$ cat config.mk
export PLATFORM = sky130hd
export DESIGN_NAME = sram_load_unit
export DESIGN_NICKNAME = d
export VERILOG_FILES = /design/src/rtl/sram_load_pkg.sv /design/src/rtl/sram_load_unit_extender.sv /design/src/rtl/sram_load_unit.sv
export SDC_FILE = /design/constraint.sdc
export NUM_CORES = 1
export LEC_CHECK = 0
export BUFFER_PORTS_ARGS = -buffer_cell sky130_fd_sc_hd__buf_4
export CAP_MARGIN = 20
export CORE_MARGIN = 5
export CORE_UTILIZATION = 53
export DETAILED_ROUTE_END_ITERATION = 7
export GPL_TIMING_DRIVEN = 0
export PLACE_DENSITY = 0.85
export SYNTH_ARGS = -nofsm -noshare
export SYNTH_HDL_FRONTEND = slang
export SYNTH_HIERARCHICAL = 1
export SYNTH_SLANG_ARGS = --single-unit
$ cat constraint.sdc
create_clock -name clk -period 2.9 [get_ports clk]
set_clock_uncertainty 0.05 [all_clocks]
set_input_delay 0.29 -clock clk [delete_from_list [all_inputs] [get_ports clk]]
set_output_delay 0.29 -clock clk [all_outputs]
set_load 0.03 [all_outputs]
$ cat src/rtl/sram_load_pkg.sv
// sram_load_pkg: shared types and constants for the SRAM load path.
//   ldState_e : load-unit FSM states (IDLE, READ, DRAIN, RESP)
//   ldMode_e  : extension mode carried on req_mode (AUTO, SIGNED, ZERO, RSVD)
//   SIZE_HALF / SIZE_FULL : encodings of req_size
package sram_load_pkg;

  typedef enum logic [1:0] {
    IDLE  = 2'd0,
    READ  = 2'd1,
    DRAIN = 2'd2,
    RESP  = 2'd3
  } ldState_e;

  typedef enum logic [1:0] {
    AUTO   = 2'b00,
    SIGNED = 2'b01,
    ZERO   = 2'b10,
    RSVD   = 2'b11
  } ldMode_e;

  localparam logic SIZE_HALF = 1'b0;
  localparam logic SIZE_FULL = 1'b1;

endpackage

$ cat src/rtl/sram_load_unit_extender.sv
// mem_extender: widens one MEM_W SRAM word to DATA_W, either by replicating
// the word's top bit (signExt=1) or by zero-filling (signExt=0).
// Ports:
//   memData  in  MEM_W   raw SRAM word
//   signExt  in  1       1 = sign-extend, 0 = zero-extend
//   extData  out DATA_W  extended word
module mem_extender #(
  parameter int MEM_W  = 16,
  parameter int DATA_W = 32
) (
  input  logic [MEM_W-1:0]  memData,
  input  logic              signExt,
  output logic [DATA_W-1:0] extData
);

  if (DATA_W > MEM_W) begin : gExt
    assign extData = {{(DATA_W-MEM_W){signExt & memData[MEM_W-1]}}, memData};
  end else begin : gPass
    // Equal widths: nothing to fill.
    assign extData = memData[DATA_W-1:0];
  end

endmodule

$ cat src/rtl/sram_load_unit.sv
// sram_load_unit: load path between the CPU memory stage and a narrow
// synchronous data SRAM. One request per handshake; a half load reads one
// SRAM word and extends it, a full load reads DATA_W/MEM_W consecutive words
// and packs them little-endian. Requests past the legal region or with the
// reserved mode return rsp_err=1 / rsp_data=0 without touching the SRAM.
// Ports:
//   clk, rst_n                    clock, async active-low reset
//   req_valid/req_ready           request handshake
//   req_addr, req_size, req_mode  first-beat word address, half/full, mode
//   sram_rd_en, sram_addr         registered SRAM read strobe and address
//   sram_rdata                    SRAM data, valid the cycle after a read
//   rsp_valid/rsp_ready           response handshake
//   rsp_data, rsp_err             result and illegal-request flag
module sram_load_unit
  import sram_load_pkg::*;
#(
  parameter int DATA_W     = 32,
  parameter int MEM_W      = 16,
  parameter int ADDR_W     = 11,
  parameter int SIGNED_END = 5,
  parameter int ZERO_END   = 9
) (
  input  logic              clk,
  input  logic              rst_n,
  input  logic              req_valid,
  output logic              req_ready,
  input  logic [ADDR_W-1:0] req_addr,
  input  logic              req_size,
  input  logic [1:0]        req_mode,
  output logic              sram_rd_en,
  output logic [ADDR_W-1:0] sram_addr,
  input  logic [MEM_W-1:0]  sram_rdata,
  output logic              rsp_valid,
  input  logic              rsp_ready,
  output logic [DATA_W-1:0] rsp_data,
  output logic              rsp_err
);

  localparam int BEATS = DATA_W / MEM_W;
  localparam int BW    = $clog2(BEATS + 1);
  localparam int AW1   = ADDR_W + 1;

  if ((DATA_W % MEM_W) != 0 || DATA_W < MEM_W) begin : gChkWidth
    $error("sram_load_unit: DATA_W must be a positive multiple of MEM_W");
  end
  if (SIGNED_END < 0 || SIGNED_END > ZERO_END || ZERO_END > (1 << ADDR_W)) begin : gChkRegion
    $error("sram_load_unit: need 0 <= SIGNED_END <= ZERO_END <= 2**ADDR_W");
  end

  ldState_e          state;
  ldMode_e           modeQ;
  logic              sizeQ;
  logic [ADDR_W-1:0] baseAddr;
  logic [BW-1:0]     nBeatsQ, beat, capCnt;
  logic              rdPend;   // SRAM data for an issued beat is on sram_rdata
  logic [DATA_W-1:0] capReg, capNext, extData, result;
  logic [BW-1:0]     reqBeats;
  logic [AW1-1:0]    lastAddr;
  logic              reqIllegal, signSel, lastIssue;

  assign req_ready = (state == IDLE);
  assign rsp_valid = (state == RESP);

  // Last-beat address is formed one bit wider so a request running off the
  // top of the address space is caught instead of wrapping to a low address.
  always_comb begin
    reqBeats   = (req_size == SIZE_FULL) ? BW'(BEATS) : BW'(1);
    lastAddr   = {1'b0, req_addr} + AW1'(reqBeats) - AW1'(1);
    reqIllegal = (req_mode == RSVD) || (lastAddr >= AW1'(ZERO_END));
  end

  assign lastIssue = (beat == nBeatsQ - BW'(1));

  // Merge the beat currently on sram_rdata into its little-endian slot.
  always_comb begin
    capNext = capReg;
    capNext[int'(capCnt)*MEM_W +: MEM_W] = sram_rdata;
  end

  assign signSel = (modeQ == SIGNED) ||
                   (modeQ == AUTO && {1'b0, baseAddr} < AW1'(SIGNED_END));

  mem_extender #(.MEM_W(MEM_W), .DATA_W(DATA_W)) uExt (
    .memData (capNext[MEM_W-1:0]),
    .signExt (signSel),
    .extData (extData)
  );

  assign result = (sizeQ == SIZE_FULL) ? capNext : extData;

  // The first read is launched on the accept edge so each READ cycle shows
  // the read for its own beat; the final beat's data lands during DRAIN.
  always_ff @(posedge clk or negedge rst_n) begin
    if (!rst_n) begin
      state      <= IDLE;
      modeQ      <= AUTO;
      sizeQ      <= SIZE_HALF;
      baseAddr   <= '0;
      nBeatsQ    <= '0;
      beat       <= '0;
      capCnt     <= '0;
      rdPend     <= 1'b0;
      capReg     <= '0;
      sram_rd_en <= 1'b0;
      sram_addr  <= '0;
      rsp_data   <= '0;
      rsp_err    <= 1'b0;
    end else begin
      rdPend <= sram_rd_en;
      if (rdPend) begin
        capReg <= capNext;
        capCnt <= capCnt + BW'(1);
      end
      unique case (state)
        IDLE: if (req_valid) begin
          baseAddr <= req_addr;
          sizeQ    <= req_size;
          modeQ    <= ldMode_e'(req_mode);
          nBeatsQ  <= reqBeats;
          beat     <= '0;
          capCnt   <= '0;
          capReg   <= '0;
          if (reqIllegal) begin
            rsp_err  <= 1'b1;
            rsp_data <= '0;
            state    <= RESP;
          end else begin
            rsp_err    <= 1'b0;
            sram_rd_en <= 1'b1;
            sram_addr  <= req_addr;
            state      <= READ;
          end
        end
        READ: begin
          if (lastIssue) begin
            sram_rd_en <= 1'b0;
            state      <= DRAIN;
          end else begin
            sram_addr <= baseAddr + ADDR_W'(beat + BW'(1));
            beat      <= beat + BW'(1);
          end
        end
        DRAIN: begin
          rsp_data <= result;
          state    <= RESP;
        end
        RESP: if (rsp_ready) state <= IDLE;
        default: state <= IDLE;
      endcase
    end
  end

endmodule

==> out/summary.txt, run 1 <==
R2R depth: 13
CP max stage cell: fa_2
Core Area: 0.0120 sq mm
post-synth top area cell: dfrtp_1
syn nets: 799
Initial DRC Count: 659
clock sink total: 99
Die ar.: 0.0146 sq mm
GRT overflow: 0
Yosys top cell area share: 38.2%
crit path max fanout: 8
Final Cycle Share: 97.7%
dominant synthesized flop cell: dfrtp_1
TritonRoute pass-1 iters: 5
Initial Utilization: 54.0%
vias in the first global route: 5569
maxcap violations: 0
outcome: completed
die width: 121 um
fin crit period: 2.83 ns
wire per inst: 17.7 um
wirelength, routed: 17600 um
DRT antenna net count: 0
CTS Root Cell: clkbuf_16
gpl congestion: 0.878
DRC: 0
Buf/Inv on CP: 5
CTS Buffer Depth: 2
Mean Syn Cell Area: 8.75 sq um
Finished Core Util: 67.0%
Placed Instance Area: 0.00748 sq mm
Avg Vias per Cell: 5.96
CP endpoint kind: flop
number of synthesized register bits: 99
Warnings, synthesis: 6
Slew @ Worst Pin: 0.644 ns
Worst Setup SP: req_addr[1]
slowest stage delay, CP: 0.37 ns
IO Count: 81
Hold WS: 0.101 ns
Worst Hold Class: input pin to flop
clock transition at the registers of the reported paths: 0.07 ns
Post-Synthesis Cells: 742
CP cell instances: buf_12, inv_12, ha_4, inv_2, ha_4, fa_2, a21oi_2, o211ai_2, a222oi_1, and4_4, and4_4, buf_12, clkbuf_16, nor3b_2, a221o_1
layout cell share with drive strength beyond 1: 25.8%
cell area after synthesis: 0.00649 sq mm
Final Hold Fails: 0
Final Instance Area: 0.00805 sq mm
Worst-Skew Late Latency: 0.36 ns
FP Rows: 40
Pwr per Cell Area: 1070 mW/mm^2
crit-path leading delay family: compound AO/OA/AOI/OAI gates
register area share after synthesis: 38.2%
first-pass GRT wire length: 27800 um
cell depth of the worst setup path: 15
largest cells by area after synthesis: dfrtp_1 38%, a21oi_1 6.3%, a221o_1 4.9%, nor2_1 4.9%, buf_4 4.2%
Worst R2R End: rsp_data[31]
IO Port Bufs: 80
final std cells w/o fill: 997
CTS tree: yes
Cells after DPL: 970
Post-synth EDFFs: 0
n_diodes: 0
initial antenna violation count: 0
Max VDD drop: 0.000742 V
Reg2Reg Launch Point: capCnt[0]
filler instances: 967
Net count, final: 902
Total GRT Usage: 23.7%
Reg2Reg Setup Slack: 0.14 ns
Inserted Clock Buffers: 9
Max Clk Rate: 353 MHz
crit path kind: input pin to flop
Slew headroom: 57.1%
Final Max Slew Viols: 0
Leak: 3.75 nW
asr flop ratio synth: 100%
Total Power: 8.60 mW
Worst EP required: 3.09 ns
post-DP HPWL: 12900 um
H-tree depth: 3
largest net degree at the start of global routing: 70
Final setup viols: 0
synth-to-layout area growth: 24.0%
Arr. time, crit path: 3.02 ns
Vert. Die Dim: 121 um
Distinct cells, synth: 58
startpoint types: input pin
CP Capture Point: rsp_data[7]
routed vias: 5945
RSZ-0062 raised after global routing: yes
flip-flops by register name, summed over array words and instances (netlist names):
register and cells:
sizeQ 1, capCnt 2, state 2, rsp_data 32
baseAddr 11, rdPend 1, rsp_err 1, beat 2
nBeatsQ 1, sram_addr 11, modeQ 2, sram_rd_en 1
capReg 32
per-stage QoR:
| stage | TNS [ns] | setup slack [ns] |
|---|---|---|
| after floorplan | -0.595 | -0.0235 |
| after global placement | -17.00 | -0.508 |
| after detailed placement | -18.47 | -0.662 |
| after CTS | 0 | 0.00472 |
| after global routing | -1.12 | -0.0554 |
| final | 0 | 0.0655 |
cells in the mapped netlist (all sizes together) (6+ instances only):
master  number
a211oi      18
a21o         6
a21oi       84
a221o       32
a22oi       23
and3         7
buf         45
clkbuf      37
dfrtp       99
ha          21
inv         49
nand2       41
nand3       20
nor2        84
nor2b       36
nor3         7
nor3b       33
o211ai      13
o21ai       25
xnor2       10
worst min-delay path by stage:
stage                      from     endpoint  slack (ns)  depth (start not counted)
floorplan                 rst_n  baseAddr[0]       -0.06                          0
global placement     sram_rd_en       rdPend        0.41                          0
detailed placement        rst_n  rsp_data[5]        0.22                          1
CTS                 req_mode[1]     modeQ[1]         0.1                          3
global route           req_size   nBeatsQ[0]        0.11                          2
finish                 req_size   nBeatsQ[0]        0.10                          2
routing by layer:
metal | track usage [%] | share of wire (%) | up-vias
li1 | - | - | 2821
met1 | 31.4 | 42 | 2870
met2 | 39.0 | 49 | 220
met3 | 4.82 | 6.7 | 34
met4 | 7.29 | 2.2 | 0
met5 | 0 | 0 | -
layout by cell type, fill, tap and decap left out, types with 12 or more instances in the layout:
| cell type | instances |
|---|---|
| nor2_1 | 83 |
| a211oi_1 | 17 |
| nor3b_2 | 32 |
| nor2b_1 | 36 |
| clkbuf_16 | 12 |
| o211ai_1 | 12 |
| o21ai_0 | 25 |
| nand3_1 | 20 |
| dfrtp_1 | 99 |
| a221o_1 | 32 |
| clkbuf_1 | 30 |
| ha_1 | 18 |
| nand2_1 | 41 |
| a22oi_1 | 23 |
| buf_4 | 123 |
| a21oi_1 | 78 |
| inv_1 | 45 |
report_power, final:
group          switching (mW)  leakage [nW]  total [mW]  internal, mW
Combinational            2.90          2.32        4.90          2.00
Clock                   0.605         0.156        1.30         0.696
Sequential              0.436          1.27        2.40          1.97
layout make-up:
class                      instances  area, sq um  share of cell area, %
multi-input combinational        512         3520                   43.7
clock buffer                       9          225                   2.80
inverter                          49          201                   2.50
buffer                            80          543                   6.75
tap                              147          184                   2.29
sequential                        99         2480                   30.8
timing repair buffer              94          805                   10.0
clock inverter                     7         92.6                   1.15
cell families (layout without fill, tap and decap cells):
kind of cell | Yosys count | after routing | synth area share, %
xor gates and xnor gates | 15 | 15 | 2.02
buffers and inverters | 131 | 239 | 11.1
DFF | 99 | 99 | 38.2
AOI/OAI and AO/OA | 221 | 221 | 23.4
and+or+nand+nor | 248 | 248 | 19.8
muxes | 5 | 5 | 0.790
adders and majority gates | 23 | 23 | 4.66
worst register-to-register path: stages (launching register included):
cell and delay [ns]:
dfrtp_1 0.42, inv_1 0.12, ha_1 0.22, nor4bb_2 0.17, buf_4 0.16, clkbuf_4 0.19
a21oi_2 0.24, inv_1 0.08, and2_4 0.20, buf_4 0.14, nor2_1 0.12, a21oi_2 0.07
nor3b_2 0.19, a221o_1 0.28
timing repair:
item                                   CTS  global route
pin swaps                                4             9
hold buffers                             1             0
setup endpoints to repair               31            53
gates cloned                             0             3
setup buffers                            1             8
resized for setup                       10            23
endpoints found under the hold margin   30             0
(Power assumes the default switching activity.)
==> run 2, diff against run 1 <==
--- a/config.mk
+++ b/config.mk
@@ -7,7 +7,6 @@
 export LEC_CHECK = 0
 export BUFFER_PORTS_ARGS = -buffer_cell sky130_fd_sc_hd__buf_4
 export CAP_MARGIN = 20
-export CORE_MARGIN = 5
 export CORE_UTILIZATION = 53
 export DETAILED_ROUTE_END_ITERATION = 7
 export GPL_TIMING_DRIVEN = 0
==> run 2 against run 1 <==
  * Core utilization is 0.26 points lower
  * Wire length is 0.87% lower
  * Register-to-register slack hardly changed
  * Sequential power hardly changed
  * Total power is 0.13% lower
  * Die area is 13% lower
  * Non-clock buffer count is 3 lower
  * Hold slack worse by 0.012 ns
  * Final cell count is 0.30% lower
  * Cell area is 0.81% lower
  * Global-route usage is 4.2 points higher
  * Critical path type unchanged
  * Largest cell class unchanged
==> out/summary.txt, run 2 (same netlist as run 1, synthesis figures left out) <==
crit-path leading delay family: compound AO/OA/AOI/OAI gates
DRT antenna net count: 0 (unchanged)
Avg Vias per Cell: 6.01 (+0.86%)
Initial DRC Count: 655 (-0.61%)
first-pass GRT wire length: 28100 um (+1.1%)
M3 GR Usage: 5.24% (+0.42 points)
Inserted Clock Buffers: 9 (unchanged)
wirelength, routed: 17500 um (-0.87%)
TritonRoute pass-1 iters: 5 (unchanged)
outcome: completed
Vert. Die Dim: 113 um (-6.6%)
Initial Utilization: 54.3% (+0.23 points)
Final setup viols: 0 (unchanged)
maxcap violations: 0 (unchanged)
layout cell share with drive strength beyond 1: 24.7% (-1.1 points)
final std cells w/o fill: 994 (-0.30%)
FP Rows: 40 (unchanged)
Final Max Slew Viols: 0 (unchanged)
CP max stage cell: fa_2
IO Port Bufs: 80 (unchanged)
CP cell instances: buf_12, inv_12, ha_4, inv_2, ha_4, fa_2, a21oi_2, o211ai_2, a222oi_1, and4_4, and4_4, buf_12, clkbuf_16, nor3b_2, a221o_1
Hold WS: 0.0893 ns (-0.0121 ns)
crit path max fanout: 8 (unchanged)
wire per inst: 17.6 um (-0.57%)
GRT met1 Usage: 35.3% (+3.8 points)
Slew headroom: 55.4% (-1.7 points)
routed vias: 5978 (+0.56%)
clock transition at the registers of the reported paths: 0.07 ns (about the same)
CTS Root Cell: clkbuf_16
initial antenna violation count: 0 (unchanged)
Buf/Inv on CP: 5 (unchanged)
Worst EP required: 3.08 ns (about the same)
gr busiest metal: met2
n_diodes: 0 (unchanged)
clock sink total: 99 (unchanged)
largest net degree at the start of global routing: 71 (+1.4%)
Max VDD drop: 0.000632 V (-15%)
H-tree depth: 3 (unchanged)
Worst-Skew Late Latency: 0.36 ns (about the same)
CP endpoint kind: flop
RSZ-0062 raised after global routing: yes
M2 GR Usage: 47.7% (+8.6 points)
Net count, final: 899 (-0.33%)
Slew @ Worst Pin: 0.669 ns (+0.0254 ns)
synth-to-layout area growth: 23.0%
Pwr per Cell Area: 1080 mW/mm^2 (+0.68%)
post-DP HPWL: 12500 um (-3.4%)
fin crit period: 2.85 ns (+0.0135 ns)
Total GRT Usage: 27.9% (+4.2 points)
slowest stage delay, CP: 0.35 ns (-0.02 ns)
Max Clk Rate: 351 MHz (-0.47%)
gpl congestion: 0.831 (-5.4%)
Cells after DPL: 970 (unchanged)
CTS tree: yes
GRT overflow: 0 (unchanged)
setup_tns: 0 ns (unchanged)
DRC: 0 (unchanged)
Final Cycle Share: 98.2% (+0.46 points)
vias in the first global route: 5609 (+0.72%)
Leak: 3.73 nW (-0.60%)
CTS Buffer Depth: 2 (unchanged)
die width: 113 um (-6.6%)
IO Count: 81 (unchanged)
final worst setup slack: 0.0520 ns (-0.0135 ns)
Worst Hold Class: input pin to flop
Total Power: 8.59 mW (-0.13%)
dpl ws: -0.569 ns (+0.0926 ns)
startpoint types: input pin
most frequent cells in the layout: 122 x buf_4, 99 x dfrtp_1, 83 x nor2_1
Core Area: 0.0120 sq mm (-0.42%)
Final Hold Fails: 0 (unchanged)
Die ar.: 0.0127 sq mm (-13%)
crit path kind: input pin to flop
most common cell after layout, fill and taps aside: buf_4
biggest registers after layout: capReg (32), rsp_data (32)
Arr. time, crit path: 3.03 ns (about the same)
run 2: cell types whose count changed in the layout (fill, tap and decap cells not counted), moves of 2 or more:
cell,before,now
a21oi_1,78,80
a21oi_2,5,3
nor3b_1,1,5
nor3b_2,32,28
inv_6,5,3
run 2: per-layer routing:
metal,wire [um],vias to the layer above
li1,-,2816
met1,7240,2934
met2,8960,195
met3,906,33
met4,380,0
met5,0,-
run 2: final cells by class:
cell class	count	area, sq um
clock inverter	7	98.8
tap	147	184
fill	941	3980
clock buffer	9	225
inverter	49	204
sequential	99	2480
buffer	79	532
timing repair buffer	92	786
multi-input combinational	512	3480
run 2: power breakdown:
group	internal, mW	switching [mW]
combinational	1.97	2.87
clock	0.763	0.572
sequential	1.97	0.448
run 2: worst reg2reg max path, cell delays in order (launching register included):
cell	delay, ns
dfrtp_1	0.44
inv_1	0.10
ha_2	0.28
nor4bb_1	0.30
buf_4	0.27
a21oi_1	0.14
inv_1	0.09
and2_4	0.24
buf_4	0.14
nor2_1	0.03
a21oi_1	0.24
nor3b_2	0.23
a221o_1	0.14
run 2: repair_timing:
item / in CTS / in global routing
gates resized for setup: 8 / 16
hold buffers: 1 / 0
pin swaps: 5 / 4
endpoints found under the hold margin: 29 / 0
buffers inserted: 3 / 4
gates cloned: 0 / 3
endpoints found under the setup margin: 32 / 53
run 2: worst paths after layout:
| check | endpoint | depth (start not counted) | slack [ns] | startpoint |
|---|---|---|---|---|
| worst max-delay path | rsp_data[6] | 15 | 0.05 | req_addr[1] |
| worst min-delay path | nBeatsQ[0] | 2 | 0.09 | req_size |
| worst max register to register | rsp_data[25] | 12 | 0.14 | capCnt[0] |
| worst min register to register | rdPend | 0 | 0.43 | sram_rd_en |
| max in group asynchronous | rsp_data[24] | 3 | 1.73 | rst_n |
| min in group asynchronous | capReg[4] | 2 | 0.37 | rst_n |
run 2: metrics by stage:
step                cell area [sq um]  utilization [%]
floorplan                        6670                -
global placement                 7450             62.3
detailed placement               7480             62.5
CTS                              7850             65.7
global route                     7980             66.7
finish                           7980             66.7
